$ cat config.mk
export PLATFORM = sky130hd
export DESIGN_NAME = uart_tx_arbiter
export DESIGN_NICKNAME = d
export VERILOG_FILES = /design/src/rtl/uart_tx_arbiter.sv
export SDC_FILE = /design/constraint.sdc
export NUM_CORES = 1
export LEC_CHECK = 0
export ABC_AREA = 0
export BUFFER_PORTS_ARGS = -buffer_cell sky130_fd_sc_hd__buf_4
export CORE_MARGIN = 8
export CORE_UTILIZATION = 46
export DETAILED_ROUTE_END_ITERATION = 8
export PLACE_DENSITY = 0.79
export SYNTH_ARGS = -nofsm -noshare
export SYNTH_HDL_FRONTEND = slang
export SYNTH_SLANG_ARGS = --single-unit
export TNS_END_PERCENT = 100
$ cat constraint.sdc
create_clock -name clk_48mhz -period 3.7 [get_ports clk_48mhz]
set_input_delay 0.74 -clock clk_48mhz [delete_from_list [all_inputs] [get_ports clk_48mhz]]
set_output_delay 0.74 -clock clk_48mhz [all_outputs]
set_load 0.005 [all_outputs]
$ cat src/rtl/uart_tx_arbiter.sv
// uart_tx_arbiter
//   Shares the usb_uart byte input (uart_in_data/valid/ready) between two
//   byte-stream sources. A grant is line-locked: the owner keeps the pipe
//   until it sends EOL_CHAR, reaches MAX_BURST bytes, or stays idle for
//   IDLE_TIMEOUT cycles. Ties in IDLE are resolved round robin against the
//   last owner. The data path is a purely combinational pass-through while
//   granted, so throughput is one byte per cycle.
//
// Ports (all in the clk_48mhz domain):
//   clk_48mhz   system clock
//   reset       asynchronous active-high reset
//   req0_*      source 0 valid/ready byte stream (data, valid in; ready out)
//   req1_*      source 1 valid/ready byte stream (data, valid in; ready out)
//   out_data    byte to usb_uart uart_in_data
//   out_valid   to uart_in_valid
//   out_ready   from uart_in_ready
//   grant       one-hot current owner, 2'b00 when idle
//   busy        high while either source holds a grant
module uart_tx_arbiter #(
    parameter logic [7:0] EOL_CHAR     = 8'h0A,
    parameter int         MAX_BURST    = 64,
    parameter int         IDLE_TIMEOUT = 4800
) (
    input  logic       clk_48mhz,
    input  logic       reset,
    input  logic [7:0] req0_data,
    input  logic       req0_valid,
    output logic       req0_ready,
    input  logic [7:0] req1_data,
    input  logic       req1_valid,
    output logic       req1_ready,
    output logic [7:0] out_data,
    output logic       out_valid,
    input  logic       out_ready,
    output logic [1:0] grant,
    output logic       busy
);

    localparam int BURST_W = $clog2(MAX_BURST + 1);
    localparam int IDLE_W  = $clog2(IDLE_TIMEOUT + 1);

    // Comparing against N-1 on the current count is the same test as
    // count+1 == N, without needing the wider sum.
    localparam logic [BURST_W-1:0] BURST_LAST = BURST_W'(MAX_BURST - 1);
    localparam logic [IDLE_W-1:0]  IDLE_LAST  = IDLE_W'(IDLE_TIMEOUT - 1);

    typedef enum logic [1:0] {
        ST_IDLE   = 2'd0,
        ST_GRANT0 = 2'd1,
        ST_GRANT1 = 2'd2
    } state_t;

    state_t              state_q, state_d;
    logic                last_grant_q, last_grant_d;
    logic [BURST_W-1:0]  burst_cnt_q, burst_cnt_d;
    logic [IDLE_W-1:0]   idle_cnt_q, idle_cnt_d;

    logic                own1;       // current owner is source 1
    logic                sel_valid;
    logic [7:0]          sel_data;
    logic                release_now;

    // State register and counters
    always_ff @(posedge clk_48mhz or posedge reset) begin
        if (reset) begin
            state_q      <= ST_IDLE;
            last_grant_q <= 1'b1;     // makes source 0 win the first tie
            burst_cnt_q  <= '0;
            idle_cnt_q   <= '0;
        end else begin
            state_q      <= state_d;
            last_grant_q <= last_grant_d;
            burst_cnt_q  <= burst_cnt_d;
            idle_cnt_q   <= idle_cnt_d;
        end
    end

    // Next state, counters and pass-through outputs
    always_comb begin
        state_d      = state_q;
        last_grant_d = last_grant_q;
        burst_cnt_d  = burst_cnt_q;
        idle_cnt_d   = idle_cnt_q;
        own1         = 1'b0;
        sel_valid    = 1'b0;
        sel_data     = 8'h00;
        release_now  = 1'b0;
        out_data     = 8'h00;
        out_valid    = 1'b0;
        req0_ready   = 1'b0;
        req1_ready   = 1'b0;
        grant        = 2'b00;
        busy         = 1'b0;

        unique case (state_q)
            ST_IDLE: begin
                // No transfer can happen here; this cycle only picks the owner.
                if (req0_valid && req1_valid) begin
                    state_d = last_grant_q ? ST_GRANT0 : ST_GRANT1;
                end else if (req0_valid) begin
                    state_d = ST_GRANT0;
                end else if (req1_valid) begin
                    state_d = ST_GRANT1;
                end
            end

            ST_GRANT0, ST_GRANT1: begin
                own1      = (state_q == ST_GRANT1);
                sel_valid = own1 ? req1_valid : req0_valid;
                sel_data  = own1 ? req1_data  : req0_data;

                out_data   = sel_data;
                out_valid  = sel_valid;
                req0_ready = !own1 && out_ready;
                req1_ready = own1 && out_ready;
                grant      = own1 ? 2'b10 : 2'b01;
                busy       = 1'b1;

                if (sel_valid && out_ready) begin
                    idle_cnt_d  = '0;
                    burst_cnt_d = burst_cnt_q + 1'b1;
                    release_now = (sel_data == EOL_CHAR) || (burst_cnt_q == BURST_LAST);
                end else if (!sel_valid) begin
                    idle_cnt_d  = idle_cnt_q + 1'b1;
                    release_now = (idle_cnt_q == IDLE_LAST);
                end
                // valid with the sink stalled: both counters hold, never release

                if (release_now) begin
                    state_d      = ST_IDLE;
                    last_grant_d = own1;
                    burst_cnt_d  = '0;
                    idle_cnt_d   = '0;
                end
            end

            default: begin
                state_d = ST_IDLE;
            end
        endcase
    end

    // Structural invariants of the outputs
    a_grant_onehot: assert property (@(posedge clk_48mhz) disable iff (reset)
        $onehot0(grant));
    a_idle_quiet: assert property (@(posedge clk_48mhz) disable iff (reset)
        (grant == 2'b00) |-> (!out_valid && !req0_ready && !req1_ready));
    a_single_ready: assert property (@(posedge clk_48mhz) disable iff (reset)
        !(req0_ready && req1_ready));

endmodule

==> metrics.txt <==
initial antenna violation count=0; slew at the pin with the worst max-slew slack=830 ps; Total GRT Usage=0.125; pre-CTS setup slack=722 ps; syn_area_per_cell=9.21 um^2; CTS tree=yes; Buf/Inv on CP=1; Async SR Flop Fraction=1.00; top-count cell post-synth=dfrtp_1; number of remaining DRC errors=0; post_cts resized=0; DP Wirelength=2600 um; status=complete, no violations; setup repair bufs after CTS=0; drt pass-1 iters=5; P per Cell Area=568 nW/um^2; cts bufs inserted=3; IO Pins=35; Sink Count=23; overall power=1000 uW; Area Growth Syn to Fin=21.0%; Max-Cap Viols=0; core area=3030 um^2; Cell Chain, Critical Path=inv_1 -> ha_1 -> or4b_1 -> o22ai_1 -> o21ai_1 -> and3_1 -> a311oi_2 -> mux2_1; Worst setup SP type=register; GP Congestion=0.811; Slowest-stage cell, CP=ha_1; Worst EP required=3900 ps; CP peak stage delay=610 ps; Congestion Overflow GR=0; maximum VDD drop=0.243 mV; top cells by instance count after synthesis=dfrtp_1 (22), nor2_1 (18), nand2_1 (13); register area=577 um^2; CTS Buffer Depth=2; fraction of layout cells with a size suffix above 1=0.220; number of global-route vias before repair=1,213; CP endpoint kind=register; smallest setup slack after layout=704 ps; Worst slew margin=0.443; r2r setup slk=700 ps; Hold Crit Class=reg -> reg; root buf cell=clkbuf_4; CP Depth=8; fmax=334 MHz; worst r2r path cells=8; final hold vios=0; final setup TNS=0 ps; largest net degree at the start of global routing=24; EDFF count, synth=0; Hold Startpoint=burst_cnt_q[0]; RSZ-0062 raised after global routing=no; Leak Pwr=0.811 nW; fin crit period=3000 ps; first-pass GRT wire length=5400 um; Mapped Area=1460 um^2; fin area=1760 um^2; WL final=3330 um; Period Utilization, post-route=0.810; drt wl/cell=14.2 um; Via density=5.32; final setup skew=9.70 ps; fillers=271; WP data arrival=3200 ps; Hold EP=burst_cnt_q[0]; Hold Buf Count CTS=0; hold path cells=1; Worst R2R End=state_q[1]; Initial Util=0.481; #FFs+latches synth=23; Reg clk slew, reported paths=130 ps; Cell Area, Placed=1730 um^2; Final Net Count=218; Final setup viols=0; Clock Latency Late Sink=310 ps; leading area contributor after synthesis=dfrtp_1; synth top area cells=dfrtp_1 (38%), mux2i_1 (5.5%), nor2_1 (4.6%), ha_1 (4.3%), nor2b_1 (4.3%); library cells used by synthesis=40; CP top delay family=simple AND/OR/NAND/NOR gates; area of the multi-input gates=821 um^2; Die X=72.2 um; # diodes=0; Post-Synthesis Cells=158; yosys warns=0; Via Count=1,251; post-synthesis sequential area ratio=0.396; DRT iter0 DRCs=57; share of the synthesized area in the top cell type=0.378; Crit Path Max Fanout=17; H-Tree Depth=1; Final Slew Violations=0; Main synth FF type=dfrtp_1; die area=5220 um^2; Die H=72.2 um; IO buf count=34; Mapped Nets=184; Post-DRT Antenna Nets=0; Std-Cell Rows=20; RR Startpoint=state_q[0]; CP Class=reg -> reg
==> placed cells by master (no fill, tap or decap), types with 3 or more instances in the layout <==
cell / Yosys / final
ha_1: 5 / 5
clkbuf_4: 0 / 3
a22o_1: 4 / 4
and3_1: 5 / 5
nand2_1: 13 / 13
and2_1: 4 / 4
o21ai_1: 7 / 7
buf_4: 0 / 34
xor2_1: 6 / 6
inv_1: 6 / 6
nor3_1: 3 / 3
xnor2_1: 4 / 4
o21ai_0: 3 / 3
nand3_1: 7 / 7
nor2b_1: 10 / 10
mux2i_1: 8 / 8
dfrtp_1: 22 / 22
nor2_1: 18 / 18
==> how the worst max path moves through the flow <==
stage                  from          to  slack, ps
3_3_place_gp     state_q[0]  state_q[1]        860
5_1_grt          state_q[0]  state_q[1]        550
2_1_floorplan  req1_data[4]  state_q[1]       1190
3_5_place_dp     state_q[0]  state_q[1]        720
6_report         state_q[0]  state_q[1]        700
4_1_cts          state_q[0]  state_q[1]        710
==> kinds of logic after synthesis <==
family                     after synthesis  synth area share
and+or+nand+nor                         74             0.269
AOI/OAI and AO/OA                       25             0.121
DFF                                     23             0.396
buffers and inverters                   11            0.0395
xor gates and xnor gates                10            0.0602
muxes                                   10            0.0705
adders and majority gates                5            0.0430
==> report_power, final <==
| group | total, mW | leakage (nW) | internal, mW | switching [mW] |
|---|---|---|---|---|
| Sequential | 0.341 | 0.307 | 0.302 | 0.0395 |
| Clock | 0.116 | 0.0139 | 0.0411 | 0.0744 |
| Combinational | 0.543 | 0.489 | 0.274 | 0.268 |
| Total | 1.00 | 0.811 | 0.617 | 0.382 |
==> registers in the layout, indices dropped and copies added (netlist names) <==
name          count
last_grant_q      1
burst_cnt_q       7
idle_cnt_q       13
state_q           2
==> routing by layer <==
layer | routed length [um] | GRT usage | up-vias
met3 | 284 | 0.0358 | 2
met4 | 13 | 0.0295 | 0
met2 | 1560 | 0.216 | 42
met5 | 0 | 0 | -
met1 | 1480 | 0.147 | 587
li1 | - | - | 620
==> worst register-to-register path, cell delays in order (launching register included) <==
cell	delay (ps)
dfrtp_1	400
inv_1	110
ha_1	610
or4b_1	490
o22ai_1	160
o21ai_1	140
and3_1	290
a311oi_2	320
mux2_1	360
==> metrics by stage <==
stage,instances,util,hold slack (ps)
2_1_floorplan,158,-,455
3_3_place_gp,231,0.571,472
3_5_place_dp,231,0.571,473
4_1_cts,235,0.581,512
5_1_grt,235,0.581,526
6_report,235,0.581,507
==> cell type report <==
class / count / share of cell area
multi-input combinational: 124 / 0.466
clock inverter: 1 / 0.00426
timing repair buffer: 34 / 0.145
inverter: 6 / 0.0128
clock buffer: 3 / 0.0128
sequential: 23 / 0.328
tap: 44 / 0.0313
Note: power is estimated with default switching activity, not from simulation.
